`src/rtl/fetch_queue_unit_if.sv`:
```
// Fetch front-end bus: MEM-stage redirect, IF_ID handshake and instruction memory port.
// Pure wiring, no latency.
// Backpressure travels on stall_F (downstream) and imem_ready (memory side).
interface fetch_queue_unit_if #(
  parameter int N = 64
);
  logic          PCSrc_F;
  logic [N-1:0]  PCBranch_F;
  logic          stall_F;
  logic          imem_req;
  logic [N-1:0]  imem_addr_F;
  logic          imem_ready;
  logic [31:0]   imem_rdata;
  logic          inst_valid_F;
  logic [N-1:0]  inst_pc_F;
  logic [31:0]   inst_F;

  // The fetch unit drives the memory request and the IF_ID-facing head.
  modport master (
    input  PCSrc_F, PCBranch_F, stall_F, imem_ready, imem_rdata,
    output imem_req, imem_addr_F, inst_valid_F, inst_pc_F, inst_F
  );

  // Pipeline / memory side of the same bus.
  modport slave (
    output PCSrc_F, PCBranch_F, stall_F, imem_ready, imem_rdata,
    input  imem_req, imem_addr_F, inst_valid_F, inst_pc_F, inst_F
  );
endinterface

```
`src/rtl/fetch_queue_unit.sv`:
```
// LEGv8 fetch front end: PC, single outstanding imem request, {PC,inst} FIFO feeding IF_ID.
// Latency: imem_ready to inst_valid_F is one cycle; issue at best every other cycle.
// Backpressure: stall_F holds the head; issue stops while the FIFO is full; redirect flushes.
module fetch_queue_unit #(
  parameter int          N     = 64,
  parameter int          DEPTH = 4,
  parameter logic [31:0] NOP   = 32'hD503201F
) (
  input  logic               clk,
  input  logic               reset,
  fetch_queue_unit_if.master fq
);

  localparam int AW = $clog2(DEPTH);
  localparam int CW = AW + 1;
  localparam logic [CW-1:0] FULL = CW'(DEPTH);

  typedef enum logic [1:0] {
    IDLE    = 2'd0,
    WAIT    = 2'd1,
    DISCARD = 2'd2
  } state_t;

  state_t          state_q, state_d;
  logic [N-1:0]    pc_q, pc_d;
  logic [N-1:0]    req_addr_q, req_addr_d;
  logic [AW-1:0]   wr_ptr_q, wr_ptr_d;
  logic [AW-1:0]   rd_ptr_q, rd_ptr_d;
  logic [CW-1:0]   count_q, count_d;
  logic [N-1:0]    pc_mem_q   [DEPTH];
  logic [31:0]     inst_mem_q [DEPTH];

  logic            push;
  logic            pop;
  logic            issue;
  logic            head_vld;

  // Request FSM: issue from IDLE, wait for memory, swallow a response made stale by a redirect.
  always_comb begin
    state_d        = state_q;
    req_addr_d     = req_addr_q;
    push           = 1'b0;
    issue          = 1'b0;
    fq.imem_req    = 1'b0;
    fq.imem_addr_F = '0;
    case (state_q)
      IDLE: begin
        if (!fq.PCSrc_F && (count_q < FULL)) begin
          issue      = 1'b1;
          req_addr_d = pc_q;
          state_d    = WAIT;
        end
      end
      WAIT: begin
        fq.imem_req    = 1'b1;
        fq.imem_addr_F = req_addr_q;
        if (fq.imem_ready) begin
          // A redirect in the same cycle makes the returned word stale.
          push    = !fq.PCSrc_F;
          state_d = IDLE;
        end else if (fq.PCSrc_F) begin
          // The memory cannot be told to abandon the access; wait it out.
          state_d = DISCARD;
        end
      end
      DISCARD: begin
        fq.imem_req    = 1'b1;
        fq.imem_addr_F = req_addr_q;
        if (fq.imem_ready) begin
          state_d = IDLE;
        end
      end
      default: begin
        state_d = IDLE;
      end
    endcase
  end

  // Next fetch PC: redirect wins, otherwise advance by one word on each issue (wraps silently).
  always_comb begin
    pc_d = pc_q;
    if (fq.PCSrc_F) begin
      pc_d = fq.PCBranch_F;
    end else if (issue) begin
      pc_d = pc_q + N'(4);
    end
  end

  // FIFO bookkeeping: redirect empties it outright, otherwise push/pop adjust pointers and count.
  always_comb begin
    head_vld = (count_q != '0);
    pop      = head_vld && !fq.stall_F && !fq.PCSrc_F;
    wr_ptr_d = wr_ptr_q;
    rd_ptr_d = rd_ptr_q;
    count_d  = count_q;
    if (fq.PCSrc_F) begin
      wr_ptr_d = '0;
      rd_ptr_d = '0;
      count_d  = '0;
    end else begin
      wr_ptr_d = wr_ptr_q + AW'(push);
      rd_ptr_d = rd_ptr_q + AW'(pop);
      count_d  = count_q + CW'(push) - CW'(pop);
    end
  end

  // Control state registers, all cleared by the asynchronous reset.
  always_ff @(posedge clk or negedge reset) begin
    if (!reset) begin
      state_q    <= IDLE;
      pc_q       <= '0;
      req_addr_q <= '0;
      wr_ptr_q   <= '0;
      rd_ptr_q   <= '0;
      count_q    <= '0;
    end else begin
      state_q    <= state_d;
      pc_q       <= pc_d;
      req_addr_q <= req_addr_d;
      wr_ptr_q   <= wr_ptr_d;
      rd_ptr_q   <= rd_ptr_d;
      count_q    <= count_d;
    end
  end

  // Entry storage; contents are only observed through count, so no reset is needed.
  always_ff @(posedge clk) begin
    if (push) begin
      pc_mem_q[wr_ptr_q]   <= req_addr_q;
      inst_mem_q[wr_ptr_q] <= fq.imem_rdata;
    end
  end

  // Head presentation to IF_ID: zero PC and NOP whenever the FIFO is empty.
  always_comb begin
    fq.inst_valid_F = head_vld;
    fq.inst_pc_F    = head_vld ? pc_mem_q[rd_ptr_q] : '0;
    fq.inst_F       = head_vld ? inst_mem_q[rd_ptr_q] : NOP;
  end

endmodule

```
`src/flat_wrapper.sv`:
```
// flat-port wrapper written by rule: the top's interface ports become plain ports
module fetch_queue_unit_flat 
#(
  parameter int          N     = 64,
  parameter int          DEPTH = 4,
  parameter logic [31:0] NOP   = 32'hD503201F
)
  (clk, reset, fq_PCSrc_F, fq_PCBranch_F, fq_stall_F, fq_imem_ready, fq_imem_rdata, fq_imem_req, fq_imem_addr_F, fq_inst_valid_F, fq_inst_pc_F, fq_inst_F);
  fetch_queue_unit_if #(.N(N)) fq_i ();
  input  logic clk;
  input  logic reset;
  input wire logic [$bits(fq_i.PCSrc_F)-1:0] fq_PCSrc_F;
  input wire logic [$bits(fq_i.PCBranch_F)-1:0] fq_PCBranch_F;
  input wire logic [$bits(fq_i.stall_F)-1:0] fq_stall_F;
  input wire logic [$bits(fq_i.imem_ready)-1:0] fq_imem_ready;
  input wire logic [$bits(fq_i.imem_rdata)-1:0] fq_imem_rdata;
  output wire logic [$bits(fq_i.imem_req)-1:0] fq_imem_req;
  output wire logic [$bits(fq_i.imem_addr_F)-1:0] fq_imem_addr_F;
  output wire logic [$bits(fq_i.inst_valid_F)-1:0] fq_inst_valid_F;
  output wire logic [$bits(fq_i.inst_pc_F)-1:0] fq_inst_pc_F;
  output wire logic [$bits(fq_i.inst_F)-1:0] fq_inst_F;
  assign fq_i.PCSrc_F = fq_PCSrc_F;
  assign fq_i.PCBranch_F = fq_PCBranch_F;
  assign fq_i.stall_F = fq_stall_F;
  assign fq_i.imem_ready = fq_imem_ready;
  assign fq_i.imem_rdata = fq_imem_rdata;
  assign fq_imem_req = fq_i.imem_req;
  assign fq_imem_addr_F = fq_i.imem_addr_F;
  assign fq_inst_valid_F = fq_i.inst_valid_F;
  assign fq_inst_pc_F = fq_i.inst_pc_F;
  assign fq_inst_F = fq_i.inst_F;
  fetch_queue_unit #(.N(N), .DEPTH(DEPTH), .NOP(NOP)) u_core (.clk(clk), .reset(reset), .fq(fq_i));
endmodule
```
`config.mk`:
```
export PLATFORM = sky130hd
export DESIGN_NAME = fetch_queue_unit_flat
export DESIGN_NICKNAME = d
export VERILOG_FILES = /design/src/rtl/fetch_queue_unit_if.sv /design/src/rtl/fetch_queue_unit.sv /design/src/flat_wrapper.sv
export SDC_FILE = /design/constraint.sdc
export NUM_CORES = 1
export LEC_CHECK = 0
export CORE_ASPECT_RATIO = 1.25
export CORE_MARGIN = 8
export CORE_UTILIZATION = 55
export CTS_CLUSTER_SIZE = 16
export DETAILED_ROUTE_END_ITERATION = 8
export PLACE_DENSITY = 0.79
export SLEW_MARGIN = 25
export SYNTH_ARGS = -nofsm -noshare
export SYNTH_HDL_FRONTEND = slang
export SYNTH_SLANG_ARGS = --single-unit
```
`constraint.sdc`:
```
create_clock -name clk -period 23 [get_ports clk]
set_input_delay 4.6 -clock clk [delete_from_list [all_inputs] [get_ports clk]]
set_output_delay 4.6 -clock clk [all_outputs]
set_load 0.01 [all_outputs]
```
==> out/results.txt, run 1 <==
Hold Path End: u_core.req_addr_q[0]$_DFFE_PN0P_
GRT Total Usage: 22.3%
critical-path cell list: buf_4, buf_4, mux4_2, and2_1, clkdlybuf4s50_1
register area share after synthesis: 69.5%
peak supply drop: 0.0798 mV
CTS tree: done
core area: 38900 sq um
via count: 12500
postcts setup bufs: 0
R2R depth: 5
Synth-to-Final Area Change: 22.7%
main flop type after synthesis: edfxtp_1
final WL: 50900 um
Final Wtd Congestion: 0.870
leading area contributor after synthesis: edfxtp_1
most frequent cells in the layout: edfxtp_1, clkdlybuf4s50_1, and2_1
synth unique cells: 47
die height: 237 um
Slew headroom: 31.3%
critical path fanouts, max: 43
number of max-cap violations: 0
Vias per Instance: 5.91
Pins Over Slew Limit: 0
CTS Buf Count: 49
critical path's slowest cell: buf_4
CP Buf/Inv Count: 3
first-pass GRT wire length: 77900 um
CP required: 18.40 ns
max incr delay on CP: 0.75 ns
Seq cells post-synth: 521
fraction of layout cells with a size suffix above 1: 18.5%
H-tree depth: 2
DRT Pass-1 Iters: 5
Tcrit/Tclk final: 38.0%
Syn Area/Cell: 16.5 sq um
# hold bufs at CTS: 0
FF-to-FF End: u_core.pc_q[41]$_DFFE_PN0N_
Hold Path Stages: 1
Yosys warning count: 0
Crit path max-delay family: buffers and inverters
Psw: 0.875 mW
post-cts sizing count: 0
Post-Route Skew: 0.0182 ns
Period minus WS final: 8.73 ns
Rows: 81
Yosys top cell area share: 53.6%
die area: 45800 sq um
initial antenna violation count: 3
initial core utilization: 55.3%
status: finished clean
final instance area: 26400 sq um
slew of the pin with the lowest slew margin: 1.02 ns
final hold viol count: 0
Clock Power Share: 27.5%
Die X: 193 um
HP Class: reg2reg
vias in the first global route: 13200
critical path type: reg2out
Seq pwr share: 43.0%
port bufs: 262
mapped cell area: 21500 sq um
# IOs: 263
final setup violation count: 0
CP endpoint kind: output port
Detailed Place HPWL: 32800 um
Clock Pin Slew Worst Setup and Hold Paths: 0.06 ns
setup TNS: 0 ns
Fmax: 0.115 GHz
R2R setup slack: 19.77 ns
Routed WL per cell: 24.1 um
Switching Share: 28.7%
root buffer cell: clkbuf_16
combinational power share: 29.5%
# DRC: 0
Post-Synthesis Cells: 1308
FF-to-FF Start: u_core.pc_q[7]$_DFFE_PN0N_
CTS Sinks: 521
LEAKAGE: 8.92 nW
DRT antenna net count: 0
CP dominant cell by count: buf_4
Longest Clk Path Bufs: 3
Async SR Flop Fraction: 26.3%
unrepaired setup endpoints after global routing: false
Data arrival, critical path: 4.13 ns
CP Launch Type: register
PD cells: 115 nW/um^2
largest net degree at the start of global routing: 88
hold path startpoint: u_core.pc_q[0]$_DFFE_PN0P_
cell-internal power: 2.17 mW
Final nets: 1681
placed cell area: 24700 sq um
Layout fillers: 2602
grt total ovfl: 0
Worst-Skew Late Latency: 0.57 ns
Starting DRT DRC Count: 862
EDFF count, synth: 384
most common cell after layout, fill and taps aside: edfxtp_1
synth top area cells: edfxtp_1, dfrtp_1, mux4_2, and2_1, mux2_2
syn nets: 1418
==> worst max path at each step <==
stage                                        end  depth (start not counted)  slack [ns]                          from
5_1_grt                         fq_inst_pc_F[36]                          5       13.90  u_core.rd_ptr_q[0]$_DFF_PN0_
3_5_place_dp                    fq_inst_pc_F[48]                          5       14.70  u_core.rd_ptr_q[0]$_DFF_PN0_
4_1_cts                         fq_inst_pc_F[52]                          5       14.10  u_core.rd_ptr_q[0]$_DFF_PN0_
6_report                        fq_inst_pc_F[44]                          5       14.27  u_core.rd_ptr_q[0]$_DFF_PN0_
3_3_place_gp                    fq_inst_pc_F[48]                          5       14.75  u_core.rd_ptr_q[0]$_DFF_PN0_
2_1_floorplan  u_core.inst_mem_q[1][0]$_DFFE_PP_                          3       10.50                    fq_PCSrc_F
==> synthesized netlist by cell type, types with 14 or more instances <==
library cell	n
edfxtp_1	384
and2_1	151
dfrtp_1	137
mux4_2	96
mux2_2	70
nand2_1	68
o21ai_0	52
clkbuf_1	50
nor2_1	38
nand4_1	33
nand3_1	26
xor2_1	23
or3_1	21
a31oi_1	18
xnor2_1	17
or2_2	14
==> worst register-to-register path, stage by stage, from the launching register on <==
cell and delay, ns:
dfrtp_1 0.44, nand4_1 0.55, nor3_1 1.01, nand4_1 0.50, or3_1 0.49, a31oi_1 0.17
==> per-stage QoR <==
stage / total power, mW / hold slack, ns / cells / worst slack (ns) / utilization [%]
floorplan: 1.73 / 0.475 / 1308 / 10.50 / -
global placement: 2.21 / 0.485 / 2017 / 14.75 / 63.4
detailed placement: 2.23 / 0.493 / 2017 / 14.70 / 63.5
CTS: 3.08 / 0.508 / 2108 / 14.10 / 67.8
global route: 3.18 / 0.523 / 2110 / 13.90 / 67.9
finish: 3.05 / 0.501 / 2110 / 14.27 / 67.9
==> sequential cells by signal, summed over array words and instances, names as in the netlist <==
name,cells
u_core.pc_mem_q,256
u_core.inst_mem_q,128
u_core.pc_q,64
u_core.req_addr_q,64
u_core.count_q,3
u_core.rd_ptr_q,2
u_core.state_q,2
u_core.wr_ptr_q,2
==> power groups by stage <==
stage | clock (mW) | combinational (mW) | sequential, mW
2_1_floorplan | 0 | 0.459 | 1.27
6_report | 0.838 | 0.899 | 1.31
4_1_cts | 0.851 | 0.917 | 1.31
5_1_grt | 0.887 | 0.964 | 1.33
3_3_place_gp | 0 | 0.900 | 1.31
3_5_place_dp | 0 | 0.910 | 1.33
==> layer usage <==
layer / routed length (um) / global-route usage, % / vias up
met5: 13 / 0 / -
met4: 2100 / 9.69 / 2
met3: 2740 / 3.68 / 115
met2: 25700 / 37.7 / 414
met1: 20300 / 28.3 / 6405
li1: - / - / 5533
==> logic make-up (layout without fill, tap and decap cells) <==
logic type,after synthesis,in the layout,synth area share (%)
DFF,521,521,69.5
buffers and inverters,80,383,1.45
AOI/OAI and AO/OA,82,82,2.17
muxes,167,167,13.7
other,0,1,0
xor gates and xnor gates,40,40,1.63
and+or+nand+nor,409,409,11.0
adders and majority gates,9,9,0.558
==> final cells by class <==
type                    count  area (sq um)  share of cell area, %
multi-input cells         707          6310                   23.9
well taps                 498           623                   2.36
diodes                      1          2.50                0.00947
repair buffers            278          2780                   10.5
clock buffers              60          1320                   4.99
inverters                  14          52.6                  0.199
flip-flops and latches    521         15000                   56.7
clock inverters            31           360                   1.36
(Power assumes the default switching activity.)
==> run 2, diff against run 1 <==
- clock period: 23 -> 9.1 ns (I/O delays scaled with it)
==> run 2 against run 1 <==
  * Sequential share of layout area is 0.25 points higher
  * Worst hold slack better by 0.0062 ns
  * Critical path depth down 1
  * Setup slack got worse by 10 ns
  * Combinational power up 150%
  * Via count is 1.2% lower
  * Total power grew 150%
  * Register-to-register slack got worse by 14 ns
  * Clock-buffer cell count is 5 higher
  * Critical path type unchanged
  * Largest cell class unchanged
==> out/results.txt, run 2 (same netlist as run 1, synthesis figures left out) <==
initial core utilization: 55.3% (unchanged)
Final nets: 1683 (was 1681)
CP required: 7.28 ns (was 18.40 ns)
largest net degree at the start of global routing: 94 (was 88)
slew of the pin with the lowest slew margin: 1.04 ns (was 1.02 ns)
placed cell area: 24700 sq um (about the same)
HP Class: reg2reg (unchanged)
Starting DRT DRC Count: 925 (was 862)
first-pass GRT wire length: 76500 um (was 77900 um)
largest registers: u_core.pc_mem_q (256), u_core.inst_mem_q (128) (unchanged)
Data arrival, critical path: 3.47 ns (was 4.13 ns)
Fmax: 0.189 GHz
Pins Over Slew Limit: 0 (unchanged)
die area: 45800 sq um (unchanged)
via count: 12300 (was 12500)
max reg flops: 256 (unchanged)
postcts setup bufs: 0 (unchanged)
setup TNS: 0 ns (unchanged)
peak supply drop: 0.207 mV (was 0.0798 mV)
final instance area: 26300 sq um (was 26400 sq um)
Synth-to-Final Area Change: 22.1% (was 22.7%)
CP endpoint kind: output port (unchanged)
core area: 38900 sq um (unchanged)
most frequent cells in the layout: edfxtp_1, clkdlybuf4s50_1, and2_1 (unchanged)
fraction of layout cells with a size suffix above 1: 18.2% (was 18.5%)
Top reg by flops: u_core.pc_mem_q (unchanged)
CP startpoint: u_core.rd_ptr_q[1]$_DFF_PN0_ (was u_core.rd_ptr_q[0]$_DFF_PN0_)
total power draw: 7.54 mW (was 3.05 mW)
Clock Pin Slew Worst Setup and Hold Paths: 0.06 ns (about the same)
Util after Layout: 67.6% (was 67.9%)
number of max-cap violations: 0 (unchanged)
CTS tree: done (unchanged)
grt total ovfl: 0 (unchanged)
critical path type: reg2out (unchanged)
H-tree depth: 2 (unchanged)
FF-to-FF Start: u_core.pc_q[6]$_DFFE_PN0N_ (was u_core.pc_q[7]$_DFFE_PN0N_)
port bufs: 262 (unchanged)
final WL: 49400 um (was 50900 um)
critical path fanouts, max: 49 (was 43)
most common cell after layout, fill and taps aside: edfxtp_1 (unchanged)
unrepaired setup endpoints after global routing: false (unchanged)
Final Wtd Congestion: 0.847 (was 0.870)
Routed WL per cell: 23.4 um (was 24.1 um)
final hold viol count: 0 (unchanged)
Rows: 81 (unchanged)
final setup violation count: 0 (unchanged)
CTS Buf Count: 48 (was 49)
Detailed Place HPWL: 32100 um (was 32800 um)
DRT Pass-1 Iters: 5 (unchanged)
# IOs: 263 (unchanged)
hold path startpoint: u_core.pc_q[1]$_DFFE_PN0P_ (was u_core.pc_q[0]$_DFFE_PN0P_)
PD cells: 287 nW/um^2 (was 115 nW/um^2)
Period minus WS final: 5.29 ns
Vias per Instance: 5.83 (was 5.91)
# hold bufs at CTS: 0 (unchanged)
initial antenna violation count: 7 (was 3)
CP Launch Type: register (unchanged)
Worst-Skew Late Latency: 0.56 ns (was 0.57 ns)
Tcrit/Tclk final: 58.2%
Layout fillers: 2635 (was 2602)
Post-Route Skew: 0.0184 ns (was 0.0182 ns)
vias in the first global route: 13300 (was 13200)
DRT antenna net count: 0 (unchanged)
post-cts sizing count: 0 (unchanged)
Slew headroom: 30.5% (was 31.3%)
CTS Sinks: 521 (unchanged)
LEAKAGE: 8.85 nW (was 8.92 nW)
root buffer cell: clkbuf_16 (unchanged)
# DRC: 0 (unchanged)
die height: 237 um (unchanged)
Longest Clk Path Bufs: 3 (unchanged)
Die X: 193 um (unchanged)
status: finished clean (unchanged)
GRT Total Usage: 21.6% (was 22.3%)
==> run 2: cell count changes in the layout (fill, tap and decap cells not counted), moves of 3 or more <==
cell / change
buf_4: +8
clkbuf_1: +5
buf_6: -4
clkinv_2: -4
diode_2: +4
bufinv_16: -3
==> run 2: final timing paths <==
| kind | endpoint | slack, ns | cells past startpoint |
|---|---|---|---|
| min in group asynchronous | u_core.req_addr_q[17]$_DFFE_PN0P_ | 1.25 | 1 |
| hold reg to reg | u_core.pc_q[1]$_DFFE_PN0P_ | 0.51 | 1 |
| setup / recovery | fq_inst_F[30] | 3.81 | 4 |
| hold / removal | u_core.pc_q[1]$_DFFE_PN0P_ | 0.51 | 1 |
| setup reg to reg | u_core.pc_q[61]$_DFFE_PN0N_ | 6.04 | 5 |
| max in group asynchronous | u_core.req_addr_q[29]$_DFFE_PN0P_ | 6.45 | 2 |
==> run 2: layer usage <==
layer	up-vias	track usage, %	part of all wire [%]
li1	5524	-	-
met2	360	37.3	51
met1	6345	26.7	40
met4	2	7.33	2.9
met5	-	0	0.016
met3	88	4.82	6.1
==> run 2: worst max-delay path, cell delays in order, from the launching register on <==
cell             delay [ns]
dfrtp_4                0.97
buf_4                  0.74
mux4_2                 0.40
or2_2                  0.29
clkdlybuf4s50_1        0.50
==> run 2: power breakdown <==
part	leakage [nW]	switching, mW	total [mW]	internal, mW
combinational	2.97	1.00	2.24	1.24
clock	0.768	0.835	2.00	1.16
sequential	5.11	0.314	3.30	2.99
==> run 2: through the flow <==
step | setup WS (ns) | hold WS (ns) | std cells
after floorplan | 2.32 | 0.475 | 1308
after global placement | 4.24 | 0.486 | 2021
after detailed placement | 4.20 | 0.491 | 2021
after CTS | 3.77 | 0.509 | 2109
after global routing | 3.70 | 0.521 | 2110
final | 3.81 | 0.508 | 2114
==> run 2: final cells by class <==
class                   instances  area (sq um)  share of cell area [%]
well taps                     498           623                    2.37
clock inverters                23           238                   0.904
multi-input cells             707          6320                    24.0
clock buffers                  65          1330                    5.04
repair buffers                281          2770                    10.5
diodes                          5          12.5                  0.0476
flip-flops and latches        521         15000                    56.9
inverters                      14          52.6                   0.200
==> run 3, diff against run 2 <==
- clock period: 9.1 -> 5.22 ns (I/O delays scaled with it)
==> run 3 against run 2 <==
  * Worst hold slack gained 0.0016 ns
  * Sequential share of layout area fell by 0.34 points
  * Die area is the same
  * Clock skew increased by 0.0044 ns
  * Setup slack worse by 2.8 ns
  * Utilization up 0.41 points
  * Sequential power grew 75%
  * Cell count rose by 0.14%
  * Non-clock buffer count grew 3
  * Flip-flop and latch count unchanged
==> out/results.txt, run 3 (same netlist as run 1, synthesis figures left out) <==
fraction of layout cells with a size suffix above 1: 18.7% (was 18.2%)
final setup violation count: 0 (unchanged)
HP Class: reg2reg (unchanged)
final WL: 50600 um (was 49400 um)
max reg flops: 256 (unchanged)
most frequent cells in the layout: edfxtp_1, clkdlybuf4s50_1, and2_1 (unchanged)
initial antenna violation count: 9 (was 7)
Vias per Instance: 5.84 (was 5.83)
largest net degree at the start of global routing: 98 (was 94)
Worst-Skew Late Latency: 0.57 ns (was 0.56 ns)
unrepaired setup endpoints after global routing: false (unchanged)
H-tree depth: 2 (unchanged)
total power draw: 13.3 mW (was 7.54 mW)
DRT Pass-1 Iters: 5 (unchanged)
Multi-input gate area: 6330 sq um (was 6320 sq um)
# IOs: 263 (unchanged)
vias in the first global route: 13300 (about the same)
Worst Setup EP: fq_inst_pc_F[37] (was fq_inst_F[30])
largest registers: u_core.pc_mem_q (256), u_core.inst_mem_q (128) (unchanged)
Psw: 3.81 mW (was 2.15 mW)
initial core utilization: 55.3% (unchanged)
Seq pwr share: 43.5% (was 43.8%)
most common cell after layout, fill and taps aside: edfxtp_1 (unchanged)
Longest Clk Path Bufs: 3 (unchanged)
Finished Layout Cells: 2117 (was 2114)
Starting DRT DRC Count: 886 (was 925)
# hold bufs at CTS: 0 (unchanged)
CTS tree: done (unchanged)
Synth-to-Final Area Change: 22.9% (was 22.1%)
R2R depth: 5 (unchanged)
via count: 12400 (was 12300)
pre-CTS setup slack: 1.54 ns (was 4.20 ns)
dpl cells: 2024 (was 2021)
Top reg by flops: u_core.pc_mem_q (unchanged)
status: finished clean (unchanged)
Routed WL per cell: 23.9 um (was 23.4 um)
FF-to-FF End: u_core.pc_q[61]$_DFFE_PN0N_ (unchanged)
Switching Share: 28.6% (was 28.5%)
DRT antenna net count: 0 (unchanged)
CTS Sinks: 521 (unchanged)
Fmax: 0.238 GHz
combinational power share: 29.4% (was 29.7%)
Clock Power Share: 27.1% (was 26.5%)
hold path startpoint: u_core.pc_q[1]$_DFFE_PN0P_ (unchanged)
cell-internal power: 9.49 mW (was 5.39 mW)
post-cts sizing count: 0 (unchanged)
critical path type: reg2out (unchanged)
setup TNS: 0 ns (unchanged)
CP required: 4.18 ns (was 7.28 ns)
PD cells: 503 nW/um^2 (was 287 nW/um^2)
Tcrit/Tclk final: 80.3%
R2R setup slack: 2.18 ns (was 6.04 ns)
Period minus WS final: 4.19 ns
Final WS setup: 1.03 ns (was 3.81 ns)
first-pass GRT wire length: 77700 um (was 76500 um)
grt total ovfl: 0 (unchanged)
core area: 38900 sq um (unchanged)
critical path fanouts, max: 44 (was 49)
Rows: 81 (unchanged)
Final nets: 1688 (was 1683)
CTS Buf Count: 50 (was 48)
die height: 237 um (unchanged)
Pins Over Slew Limit: 0 (unchanged)
slew of the pin with the lowest slew margin: 0.985 ns (was 1.04 ns)
number of max-cap violations: 0 (unchanged)
# DRC: 0 (unchanged)
postcts setup bufs: 0 (unchanged)
port bufs: 262 (unchanged)
CP endpoint kind: output port (unchanged)
Clock Pin Slew Worst Setup and Hold Paths: 0.06 ns (about the same)
LEAKAGE: 8.92 nW (was 8.85 nW)
die area: 45800 sq um (unchanged)
CP Launch Type: register (unchanged)
final hold viol count: 0 (unchanged)
register area: 15000 sq um (unchanged)
Util after Layout: 68.0% (was 67.6%)
Data arrival, critical path: 3.15 ns (was 3.47 ns)
Post-Route Skew: 0.0228 ns (was 0.0184 ns)
root buffer cell: clkbuf_16 (unchanged)
FF-to-FF Start: u_core.pc_q[7]$_DFFE_PN0N_ (was u_core.pc_q[6]$_DFFE_PN0N_)
Detailed Place HPWL: 32800 um (was 32100 um)
CP startpoint: u_core.count_q[2]$_DFF_PN0_ (was u_core.rd_ptr_q[1]$_DFF_PN0_)
GRT Total Usage: 22.3% (was 21.6%)
Final Wtd Congestion: 0.837 (was 0.847)
Die X: 193 um (unchanged)
Slew headroom: 33.7% (was 30.5%)
peak supply drop: 0.416 mV (was 0.207 mV)
Layout fillers: 2630 (was 2635)
==> run 3: cell count changes in the layout (fill, tap and decap cells not counted), moves of 2 or more <==
cell / change
buf_12: +4
clkbuf_16: +4
clkbuf_1: -3
clkinv_2: -2
clkinvlp_4: +2
diode_2: -2
==> run 3: area by class of cell <==
cell class,count,area share [%]
antenna,3,0.0284
sequential,521,56.6
tap,498,2.35
clock buffer,67,5.40
multi-input combinational,707,23.9
inverter,14,0.199
clock inverter,23,0.837
timing repair buffer,284,10.7
==> run 3: routing by layer <==
layer	global-route usage, %	wire [um]	up-vias
met2	38.8	26000	391
met4	7.14	1320	8
met3	5.18	3300	89
met5	0	52	-
li1	-	-	5536
met1	27.3	20000	6344
==> run 3: how the worst min path moves through the flow <==
| stage | to | slack, ns | depth (start not counted) |
|---|---|---|---|
| final | u_core.pc_q[1]$_DFFE_PN0P_ | 0.51 | 1 |
| after CTS | u_core.pc_q[1]$_DFFE_PN0P_ | 0.51 | 1 |
| after global routing | u_core.req_addr_q[0]$_DFFE_PN0P_ | 0.54 | 1 |
| after floorplan | u_core.pc_q[0]$_DFFE_PN0P_ | 0.47 | 1 |
| after detailed placement | u_core.pc_q[1]$_DFFE_PN0P_ | 0.49 | 1 |
| after global placement | u_core.req_addr_q[1]$_DFFE_PN0P_ | 0.48 | 1 |
==> run 3: worst max-delay path: stages (launching register included) <==
cell and delay [ns]:
dfrtp_1 0.44, nor3_2 0.07, buf_4 0.19, inv_2 0.64, buf_4 0.46, and2_1 0.20
clkdlybuf4s50_1 0.57
==> run 3: stage by stage <==
stage	hold slack (ns)	area [sq um]
final	0.509	26500
after global routing	0.539	26500
after CTS	0.508	26400
after detailed placement	0.495	24800
after global placement	0.482	24800
after floorplan	0.475	21600
==> run 3: power groups by stage <==
stage               sequential (mW)  combinational (mW)  clock [mW]
global route                   5.87                4.19        3.82
CTS                            5.78                4.01        3.67
detailed placement             5.86                3.97           0
floorplan                      5.59                2.02           0
finish                         5.78                3.91        3.60
global placement               5.81                3.91           0
